## config.mk

```make
export PLATFORM = sky130hd
export DESIGN_NAME = ifu_fetch
export DESIGN_NICKNAME = d
export VERILOG_FILES = /design/src/rtl/ifu_fetch.sv
export SDC_FILE = /design/constraint.sdc
export NUM_CORES = 1
export LEC_CHECK = 0
export ABC_AREA = 1
export BUFFER_PORTS_ARGS = -buffer_cell sky130_fd_sc_hd__buf_2
export CAP_MARGIN = 40
export CORE_UTILIZATION = 50
export DETAILED_ROUTE_END_ITERATION = 8
export PLACE_DENSITY = 0.81
export SETUP_SLACK_MARGIN = 0.1
export SYNTH_ARGS = -nofsm -noshare
export SYNTH_HDL_FRONTEND = slang
export SYNTH_SLANG_ARGS = --single-unit
```

## constraint.sdc

```tcl
create_clock -name clk -period 4.5 [get_ports clk]
set_clock_uncertainty 0.2 [all_clocks]
set_input_delay 0.225 -clock clk [delete_from_list [all_inputs] [get_ports clk]]
set_output_delay 0.225 -clock clk [all_outputs]
set_load 0.02 [all_outputs]
```

## src/rtl/ifu_fetch.sv

```systemverilog
// rtl/ifu_fetch.sv - single-outstanding instruction fetch unit with an AR/R read port
// and a valid/ready instruction output; the next PC arrives only from the core.
module ifu_fetch #(
   parameter int              XLEN     = 32,
   parameter logic [XLEN-1:0] RESET_PC = 32'h80000000
)(
   input  logic            clk,
   input  logic            rst,
   output logic [XLEN-1:0] araddr,
   output logic            arvalid,
   input  logic            arready,
   input  logic [31:0]     rdata,
   input  logic [1:0]      rresp,
   input  logic            rvalid,
   output logic            rready,
   output logic [31:0]     inst,
   output logic [XLEN-1:0] inst_pc,
   output logic            inst_valid,
   input  logic            inst_ready,
   input  logic            pc_upd_valid,
   input  logic [XLEN-1:0] pc_upd,
   output logic            fetch_err,
   output logic [31:0]     fetch_cnt
);

   typedef enum logic [2:0] {
      S_REQ,
      S_WAIT_R,
      S_HOLD,
      S_WAIT_PC,
      S_ERR
   } state_t;

   state_t          r_state;
   state_t          w_state_nxt;
   logic [XLEN-1:0] r_pc;
   logic [31:0]     r_inst;
   logic [XLEN-1:0] r_inst_pc;
   logic [31:0]     r_fetch_cnt;
   logic            r_run;
   logic            w_aligned;
   logic            w_capture;
   logic            w_load_pc;

   // r_run keeps arvalid low on the reset edge itself; requests start one cycle after release
   assign w_aligned = (r_pc[1:0] == 2'b00);
   assign w_capture = (r_state == S_WAIT_R) && rvalid && (rresp == 2'b00);
   assign w_load_pc = pc_upd_valid &&
                      (((r_state == S_HOLD) && inst_ready) || (r_state == S_WAIT_PC));

   always_comb begin
      w_state_nxt = r_state;
      case (r_state)
         S_REQ: begin
            if (r_run) begin
               if (!w_aligned)
                  w_state_nxt = S_ERR;
               else if (arready)
                  w_state_nxt = S_WAIT_R;
            end
         end
         S_WAIT_R: begin
            if (rvalid)
               w_state_nxt = (rresp == 2'b00) ? S_HOLD : S_ERR;
         end
         S_HOLD: begin
            if (inst_ready)
               w_state_nxt = pc_upd_valid ? S_REQ : S_WAIT_PC;
         end
         S_WAIT_PC: begin
            if (pc_upd_valid)
               w_state_nxt = S_REQ;
         end
         S_ERR:   w_state_nxt = S_ERR;
         default: w_state_nxt = S_ERR;
      endcase
   end

   always_ff @(posedge clk) begin
      if (!rst) begin
         r_state     <= S_REQ;
         r_pc        <= RESET_PC;
         r_inst      <= 32'd0;
         r_inst_pc   <= '0;
         r_fetch_cnt <= 32'd0;
         r_run       <= 1'b0;
      end else begin
         r_state <= w_state_nxt;
         r_run   <= 1'b1;
         if (w_capture) begin
            r_inst      <= rdata;
            r_inst_pc   <= r_pc;
            r_fetch_cnt <= r_fetch_cnt + 32'd1;
         end
         if (w_load_pc)
            r_pc <= pc_upd;
      end
   end

   assign araddr     = r_pc;
   assign arvalid    = (r_state == S_REQ) && r_run && w_aligned;
   assign rready     = (r_state == S_WAIT_R);
   assign inst_valid = (r_state == S_HOLD);
   assign fetch_err  = (r_state == S_ERR);
   assign inst       = r_inst;
   assign inst_pc    = r_inst_pc;
   assign fetch_cnt  = r_fetch_cnt;

endmodule

```

==> flow_summary.json, run 1 <==
{
  "status": "finished clean",
  "path_clk_slew_ns": 0.06,
  "vias": 5955,
  "antenna_found_initial": 0,
  "startpoint": "r_state[0]",
  "syn_inst": 771,
  "grt_pass1_wl_microns": 25800,
  "critPathCaptureType": "flop",
  "drt_wl_total_microns": 15900,
  "drive_gt1_frac": 0.239,
  "synthAdderAreaFrac": 0.00232,
  "initial_core_util": 0.519,
  "endpoint": "inst[24]",
  "dp_hpwl_microns": 10100,
  "core_area_sq_um": 10400,
  "ys_warn_count": 0,
  "pwr-share-comb": 0.193,
  "grt_pass1_vias": 5449,
  "critical_path_class": "flop to flop",
  "worst_pin_slew_ns": 0.804,
  "ys_ff_latch": 132,
  "synth.top_cells.by_count": "278 x nor2_1, 132 x dfxtp_1, 103 x o21ai_0, 97 x nand2_1, 52 x inv_1",
  "die_y_microns": 106,
  "drcViolationCount": 0,
  "h-tree-depth": 4,
  "drt_iter0_drc": 375,
  "seq_power_share": 0.413,
  "crit_fanout": 38,
  "power.density_nw_per_um2": 420,
  "synth_top_family_by_area": "simple AND/OR/NAND/NOR gates",
  "use_met1": 0.337,
  "finalSetupTns_ns": 0,
  "p_int_mw": 2.23,
  "synth_edf_count": 0,
  "drv_slew": 0,
  "diodes": 0,
  "reg2reg_to": "inst[24]",
  "p_switching_mw": 0.995,
  "r2r-start": "r_state[0]",
  "io_pins": 204,
  "synth_compound_area_frac": 0.106,
  "synth_cell_type_count": 28,
  "cp.required_ns": 4.73,
  "startpoint_type": "flop",
  "worstSkewPairLatency_ns": 0.51,
  "synth-async-reset-ratio": 0,
  "syn2layout_area_growth_pct": 43.0,
  "hp-class": "input port to flop",
  "cts_setup_buffers": 0,
  "wl_per_cell_microns": 13.5,
  "yosys.area_share.simple": 0.328,
  "setup_viol": 0,
  "rsz0062_at_grt": "false",
  "use_met3": 0.0637,
  "irDropWorstVdd_mv": 0.248,
  "synth-xor-area-share": 0.00488,
  "grt_use_met2": 0.500,
  "die_w_microns": 106,
  "routabilityCongestion": 0.857,
  "via_per_inst": 5.06,
  "die_area_sq_um": 11200,
  "timing.hold.ws_ns": 0.0400,
  "layout.nets": 1102,
  "p_leak_nw": 3.55,
  "synth.mux.area_fraction": 0,
  "clockBufferDepth": 2,
  "synth_top_cell_by_area": "dfxtp_1",
  "drv_cap": 0,
  "synth_nets": 844,
  "grt_usage": 0.288,
  "hold_viol_final": 0,
  "yosys-top-cells-area": "dfxtp_1 49%, nor2_1 19%, o21ai_0 9.6%, nand2_1 6.8%, inv_1 3.6%",
  "reg2reg_depth": 5,
  "cts_tree": "built",
  "cts.sinks": 132,
  "p_clk_frac": 0.394,
  "yosysMostFrequentCell": "nor2_1",
  "grt.overflow.total": 0,
  "numCtsBuffers": 17,
  "r2r_slack_ns": 2.44,
  "synthFlopType": "dfxtp_1",
  "grt_max_degree": 77,
  "relSlewSlack": 0.464,
  "dr.pass1.iters": 7,
  "busiest_layer": "met2",
  "synthesis.area_sq_um": 5380,
  "fp-row-count": 37,
  "syn_avg_cell_area_sq_um": 6.98,
  "swShare": 0.308,
  "fmax_ghz": 0.486,
  "yosysTopAreaCellShare": 0.491,
  "cts-root-buf": "clkbuf_8",
  "finalCriticalPeriod_ns": 2.06,
  "crit_arrival_ns": 2.29,
  "min_period_over_period": 0.457,
  "portBuffers": 203,
  "ant_nets": 0,
  "ys_seq_area_frac": 0.491
}
[power groups by stage]
stage | clock network, mW | logic (mW) | registers [mW]
finish | 1.27 | 0.624 | 1.33
global route | 1.34 | 0.685 | 1.34
CTS | 1.28 | 0.612 | 1.33
detailed placement | 0 | 0.565 | 1.35
global placement | 0 | 0.545 | 1.35
floorplan | 0 | 0.284 | 1.44
[per-stage QoR]
step	utilization	cells	total power, mW	cell area, sq um	setup slack (ns)
final	0.742	1178	3.23	7690	2.44
after CTS	0.742	1178	3.22	7690	2.48
after detailed placement	0.627	1081	1.92	6500	2.36
after global placement	0.619	1077	1.90	6420	1.78
after global routing	0.742	1178	3.37	7690	2.28
after floorplan	-	771	1.73	5380	2.73
[state kept, by name, indices dropped and copies added, names as in the netlist]
signal     cells
inst_pc       32
fetch_cnt     32
r_run          1
r_state        3
inst          32
araddr        32
[layout by cell type, fill, tap and decap left out, types with 7 or more instances in the layout]
master         count
nand3_1           30
nand4_1           12
inv_1             52
a21oi_1            7
o21ai_0          103
dlygate4sd3_1     65
dfxtp_1          132
buf_2            203
clkbuf_16         16
nand2_1           97
nor2_1           278
[critical path: stages, from the launching register on]
cell and delay (ns):
dfxtp_1 0.50, nand3_2 0.15, nor2_4 0.38, buf_4 0.47, nor2_1 0.10, nor2_1 0.17
[per-layer routing]
layer  share of wire  up-vias
met2            0.49      267
met3           0.069       49
li1                -     2958
met4           0.036        0
met1            0.41     2681
met5               0        -
[worst min-delay path by stage]
stage                     from          to  slack [ns]  depth (start not counted)
floorplan                  rst       r_run        0.05                          0
global placement    pc_upd[31]  araddr[31]        0.22                          3
detailed placement  pc_upd[31]  araddr[31]        0.23                          3
CTS                     rvalid     inst[1]        0.02                          5
global route            rvalid     inst[3]        0.05                          5
finish                  rvalid     inst[5]        0.04                          5
[repair_timing]
action | CTS | global route
endpoints found under the hold margin | 66 | 0
hold buffers | 65 | 0
resized for setup | 0 | 0
[final cells by class]
class | count | area (sq um)
clock buffers | 18 | 418
clock inverters | 14 | 129
fillers | 771 | 2680
inverters | 53 | 199
multi-input cells | 551 | 2380
flip-flops and latches | 132 | 2640
well taps | 136 | 170
repair buffers | 274 | 1760
[logic make-up (layout without fill, tap and decap cells)]
| group | after synthesis | after routing |
|---|---|---|
| compound gates | 113 | 113 |
| xor+xnor | 3 | 3 |
| fa+ha+maj | 1 | 1 |
| buf+inv | 88 | 359 |
| flops | 132 | 132 |
| simple gates | 434 | 434 |
(Power assumes the default switching activity.)
==> inputs of run 2 (changes only) <==
--- a/config.mk
+++ b/config.mk
@@ -8,9 +8,9 @@
 export ABC_AREA = 1
 export BUFFER_PORTS_ARGS = -buffer_cell sky130_fd_sc_hd__buf_2
 export CAP_MARGIN = 40
-export CORE_UTILIZATION = 50
+export CORE_UTILIZATION = 49
 export DETAILED_ROUTE_END_ITERATION = 8
-export PLACE_DENSITY = 0.81
+export PLACE_DENSITY = 0.8
 export SETUP_SLACK_MARGIN = 0.1
 export SYNTH_ARGS = -nofsm -noshare
 export SYNTH_HDL_FRONTEND = slang
==> constraint.sdc (replaced) <==
create_clock -name clk -period 1.9 [get_ports clk]
set_clock_uncertainty 0.2 [all_clocks]
set_input_delay 0.095 -clock clk [delete_from_list [all_inputs] [get_ports clk]]
set_output_delay 0.095 -clock clk [all_outputs]
set_load 0.02 [all_outputs]
==> run 2 against run 1 <==
Die area up 2.0%. Highest routed layer unchanged. Cell count increased by 1.4%. Total power grew 140%. Critical path depth shrank 1. Worst setup slack got worse by 2.3 ns. Cell area grew 3.7%.
==> flow_summary.json, run 2 (synthesized netlist as in run 1, its figures left out) <==
{
  "crit_fanout": 4,
  "fp-row-count": 37,
  "reg2reg_to": "fetch_cnt[29]",
  "min_from": "pc_upd[31]",
  "relSlewSlack": 0.709,
  "startpoint_type": "flop",
  "core_area_sq_um": 10500,
  "cts_tree": "built",
  "final_cell_mix": "267 x nor2_1, 201 x buf_2, 125 x dfxtp_1",
  "grt_pass1_wl_microns": 27900,
  "final_common_cell": "nor2_1",
  "initial_core_util": 0.512,
  "die_area_sq_um": 11400,
  "drv_slew": 0,
  "portBuffers": 203,
  "whs_endpoint": "araddr[31]",
  "cpPeakStageDelay_ns": 0.35,
  "syn2layout_area_growth_pct": 48.2,
  "worst_pin_slew_ns": 0.436,
  "setup_viol": 0,
  "dp_hpwl_microns": 10100,
  "routabilityCongestion": 0.938,
  "critPathCaptureType": "output pin",
  "reg2reg_depth": 8,
  "dp.cells": 1087,
  "crit_chain": "nor2_4 > nand4_1 > nor2_1 > buf_4",
  "numCtsBuffers": 17,
  "cts-root-buf": "clkbuf_8",
  "grt_usage": 0.312,
  "crit_arrival_ns": 1.42,
  "clockBufferDepth": 2,
  "status": "finished clean",
  "total_power_mw": 7.80,
  "wl_per_cell_microns": 14.9,
  "fmax_ghz": 0.582,
  "drive_gt1_frac": 0.265,
  "post-place-ws_ns": 0.131,
  "finalSetupTns_ns": 0,
  "io_pins": 204,
  "grt.overflow.total": 0,
  "nFillCells": 716,
  "final_cell_count_no_fill": 1195,
  "h-tree-depth": 4,
  "via_per_inst": 5.09,
  "vias": 6088,
  "min_period_over_period": 0.904,
  "irDropWorstVdd_mv": 0.884,
  "drv_cap": 0,
  "drt_iter0_drc": 431,
  "layout.nets": 1118,
  "grt_max_degree": 69,
  "antenna_found_initial": 1,
  "worstSkewPairLatency_ns": 0.52,
  "drt_wl_total_microns": 17800,
  "r2r_slack_ns": 0.19,
  "critical_path_class": "flop to output pin",
  "power.density_nw_per_um2": 977,
  "hold-path-cell-count": 4,
  "die_w_microns": 107,
  "cts.sinks": 132,
  "ant_nets": 0,
  "dr.pass1.iters": 5,
  "cp.required_ns": 1.60,
  "slowest_stage": "dfxtp_2",
  "timing.hold.ws_ns": 0.124,
  "fin_ws_ns": 0.183,
  "drcViolationCount": 0,
  "path_clk_slew_ns": 0.06,
  "die_y_microns": 107,
  "p_leak_nw": 3.65,
  "r2r-start": "fetch_cnt[10]",
  "rsz0062_at_grt": "true",
  "hold_viol_final": 0,
  "hp-class": "input port to flop",
  "finalCriticalPeriod_ns": 1.72,
  "grt_pass1_vias": 5933
}
run 2: routing by layer:
layer	part of all wire	up-vias	global-route usage
met5	0	-	0
met1	0.39	2767	0.320
li1	-	2988	-
met2	0.50	268	0.561
met4	0.043	0	0.170
met3	0.070	65	0.100
run 2: per-stage QoR:
| step | utilization | area, sq um |
|---|---|---|
| after detailed placement | 0.625 | 6570 |
| after floorplan | - | 5380 |
| final | 0.759 | 7980 |
| after global placement | 0.625 | 6570 |
| after global routing | 0.759 | 7980 |
| after CTS | 0.746 | 7840 |
run 2: how the worst max path moves through the flow:
stage                       startpoint             to  depth (start not counted)
final                        araddr[1]        arvalid                          4
after floorplan           fetch_cnt[1]  fetch_cnt[30]                          8
after CTS                   r_state[1]     inst_valid                          5
after detailed placement  fetch_cnt[2]  fetch_cnt[23]                          7
after global routing      fetch_cnt[8]  fetch_cnt[28]                          8
after global placement    fetch_cnt[2]  fetch_cnt[23]                          7
run 2: repair_timing:
item,in CTS,in global routing
hold buffers,71,0
pin swaps,0,7
gates resized for setup,4,29
hold endpoints to repair,91,0
setup endpoints to repair,3,50
buffers inserted,0,4
run 2: layout make-up:
type	count	area (sq um)	share of cell area
flip-flops and latches	132	2660	0.333
multi-input cells	551	2440	0.305
repair buffers	290	1960	0.245
clock buffers	24	480	0.0602
inverters	53	201	0.0252
well taps	136	170	0.0213
clock inverters	8	75.1	0.00941
diodes	1	2.50	0.000314
run 2: report_power, final:
part	switching, mW	internal [mW]
sequential	0.180	3.00
combinational	0.956	0.605
clock	1.19	1.87
total	2.33	5.47
run 2: critical path: cells and delay by family (launching register included):
family                 cells  cell delay, ns
buffers and inverters      1            0.16
and+or+nand+nor            3            0.40
DFF                        1            0.35
==> inputs of run 3 (changes only) <==
--- a/config.mk
+++ b/config.mk
@@ -8,10 +8,13 @@
 export ABC_AREA = 1
 export BUFFER_PORTS_ARGS = -buffer_cell sky130_fd_sc_hd__buf_2
 export CAP_MARGIN = 40
-export CORE_UTILIZATION = 49
+export CELL_PAD_IN_SITES_DETAIL_PLACEMENT = 0
+export CELL_PAD_IN_SITES_GLOBAL_PLACEMENT = 2
+export CORE_UTILIZATION = 25
 export DETAILED_ROUTE_END_ITERATION = 8
-export PLACE_DENSITY = 0.8
+export PLACE_DENSITY_LB_ADDON = 0.1
 export SETUP_SLACK_MARGIN = 0.1
+export SLEW_MARGIN = 25
 export SYNTH_ARGS = -nofsm -noshare
 export SYNTH_HDL_FRONTEND = slang
 export SYNTH_SLANG_ARGS = --single-unit
==> run 3 against run 2 <==
Worst hold slack worse by 0.12 ns. Global-route usage is 15 points lower. Die area is 94% higher. Total power rose by 6.2%. Maximum frequency about the same. Critical path depth grew 3. Sequential power hardly changed. Routed wire length rose by 0.11%. Largest cell class unchanged. Largest power group is now the clock network. Non-clock buffer count is 8 higher. Sequential cell count did not move. Sequential share of layout area decreased by 1.1 points.
==> flow_summary.json, run 3 (synthesized netlist as in run 1, its figures left out) <==
{
  "cts-root-buf": "clkbuf_16",
  "drt_iter0_drc": 148,
  "irDropWorstVdd_mv": 0.565,
  "final_cell_mix": "270 x nor2_1, 201 x buf_2, 124 x dfxtp_1",
  "top_layer": "met4",
  "p_leak_nw": 3.73,
  "status": "finished clean",
  "die_y_microns": 149,
  "crit_chain": "nor2_4 > nand4_4 > nor2_4 > clkbuf_2 > nand4_1 > nand2_1 > nor2_1",
  "hold_viol_final": 0,
  "setup_viol": 0,
  "cts.sinks": 132,
  "wl_met1_microns": 7890,
  "slowest_stage": "dfxtp_1",
  "total_power_mw": 8.29,
  "critPathTopFamily": "simple AND/OR/NAND/NOR gates",
  "grt.overflow.total": 0,
  "reg2reg_depth": 7,
  "grt_max_degree": 52,
  "finalCriticalPeriod_ns": 1.72,
  "worstSkewPairLatency_ns": 0.41,
  "fmax_ghz": 0.582,
  "drv_cap": 0,
  "startpoint": "r_state[2]",
  "cts_tree": "built",
  "worst_pin_slew_ns": 0.394,
  "hp-class": "input port to flop",
  "wl_met2_microns": 8650,
  "io_pins": 204,
  "cp.required_ns": 2.00,
  "wl_met3_microns": 1130,
  "cpPeakStageDelay_ns": 0.36,
  "crit_cells": 7,
  "nFillCells": 2312,
  "core_area_sq_um": 21100,
  "initial_core_util": 0.255,
  "grt_pass1_wl_microns": 27900,
  "h-tree-depth": 4,
  "routabilityCongestion": 0.769,
  "vias": 5629,
  "layout.nets": 1126,
  "r2r-start": "r_state[2]",
  "drt_wl_total_microns": 17800,
  "grt_pass1_vias": 5413,
  "reg2reg_to": "fetch_cnt[29]",
  "numCtsBuffers": 17,
  "drv_slew": 0,
  "dp_hpwl_microns": 12500,
  "antenna_found_initial": 0,
  "syn2layout_area_growth_pct": 52.9,
  "timing.hold.ws_ns": 0.00304,
  "min_period_over_period": 0.904,
  "drcViolationCount": 0,
  "diodes": 0,
  "fp-row-count": 53,
  "path_buf_inv": 1,
  "endpoint": "fetch_cnt[29]",
  "dr.pass1.iters": 4,
  "wl_per_cell_microns": 13.3,
  "rsz0062_at_grt": "true",
  "die_w_microns": 149,
  "crit_arrival_ns": 1.82,
  "startpoint_type": "flop",
  "grt_usage": 0.163,
  "path_common_cell": "nor2_4",
  "die_area_sq_um": 22100,
  "clockBufferDepth": 2,
  "post-place-ws_ns": 0.0614,
  "crit_fanout": 8,
  "power.density_nw_per_um2": 1010,
  "critPathCaptureType": "flop",
  "portBuffers": 203,
  "path_clk_slew_ns": 0.06,
  "final_common_cell": "nor2_1",
  "hold-path-cell-count": 8,
  "drive_gt1_frac": 0.274,
  "ant_nets": 0,
  "r2r_slack_ns": 0.18,
  "finalSetupTns_ns": 0,
  "fin_ws_ns": 0.183,
  "relSlewSlack": 0.736,
  "via_per_inst": 4.20,
  "critical_path_class": "flop to flop"
}
[run 3: changes by cell type in the layout (fill, tap and decap cells not counted), moves of 3 or more]
cell	change
dfxtp_2	+3
clkinv_4	+4
inv_6	+5
nor2_1	+3
buf_12	-3
clkinv_2	-3
bufinv_16	+3
clkinvlp_4	-3
dlygate4sd3_1	-5
nor2_2	-3
buf_4	+16
clkbuf_8	-5
clkbuf_1	-3
[run 3: area by class of cell]
type / instances / area (sq um) / area share
clock buffers: 17 / 425 / 0.0517
repair buffers: 298 / 1960 / 0.238
well taps: 275 / 344 / 0.0418
clock inverters: 15 / 218 / 0.0265
inverters: 53 / 199 / 0.0242
flip-flops and latches: 132 / 2650 / 0.322
multi-input cells: 551 / 2430 / 0.295
[run 3: worst reg2reg max path, cell delays in order, from the launching register on]
cell,delay (ns)
dfxtp_1,0.36
nor2_4,0.17
nand4_4,0.24
nor2_4,0.26
clkbuf_2,0.19
nand4_1,0.08
nand2_1,0.07
nor2_1,0.04
[run 3: worst min-delay path by stage]
| stage | end | startpoint | slack [ns] |
|---|---|---|---|
| 3_5_place_dp | araddr[31] | pc_upd[31] | 0.1 |
| 6_report | r_state[0] | pc_upd_valid | 0.003 |
| 3_3_place_gp | araddr[31] | pc_upd[31] | 0.1 |
| 2_1_floorplan | r_run | rst | -0.08 |
| 4_1_cts | r_state[0] | pc_upd_valid | 0.007 |
| 5_1_grt | r_state[0] | pc_upd_valid | 0.03 |
[run 3: through the flow]
step | cells | area, sq um | utilization
6_report | 1341 | 8230 | 0.390
5_1_grt | 1341 | 8230 | 0.390
4_1_cts | 1338 | 8140 | 0.386
3_5_place_dp | 1240 | 6830 | 0.324
3_3_place_gp | 1240 | 6830 | 0.324
2_1_floorplan | 771 | 5380 | -
[run 3: what timing repair did]
item                                    in CTS  in global routing
pin swaps                                    0                  4
endpoints found under the setup margin       5                 75
setup buffers                                0                  3
hold endpoints to repair                    73                  0
hold buffers                                66                  0
gates resized for setup                      4                 24
[run 3: report_power, final]
group          total, mW  switching (mW)  internal, mW
combinational       1.50           0.900         0.601
clock               3.64            1.40          2.24
sequential          3.15           0.158          2.99
total               8.29            2.45          5.83
[run 3: metal layers]
metal,vias up,GRT usage
li1,3008,-
met1,2502,0.191
met2,109,0.276
met3,10,0.0590
met4,0,0.0490
met5,-,0
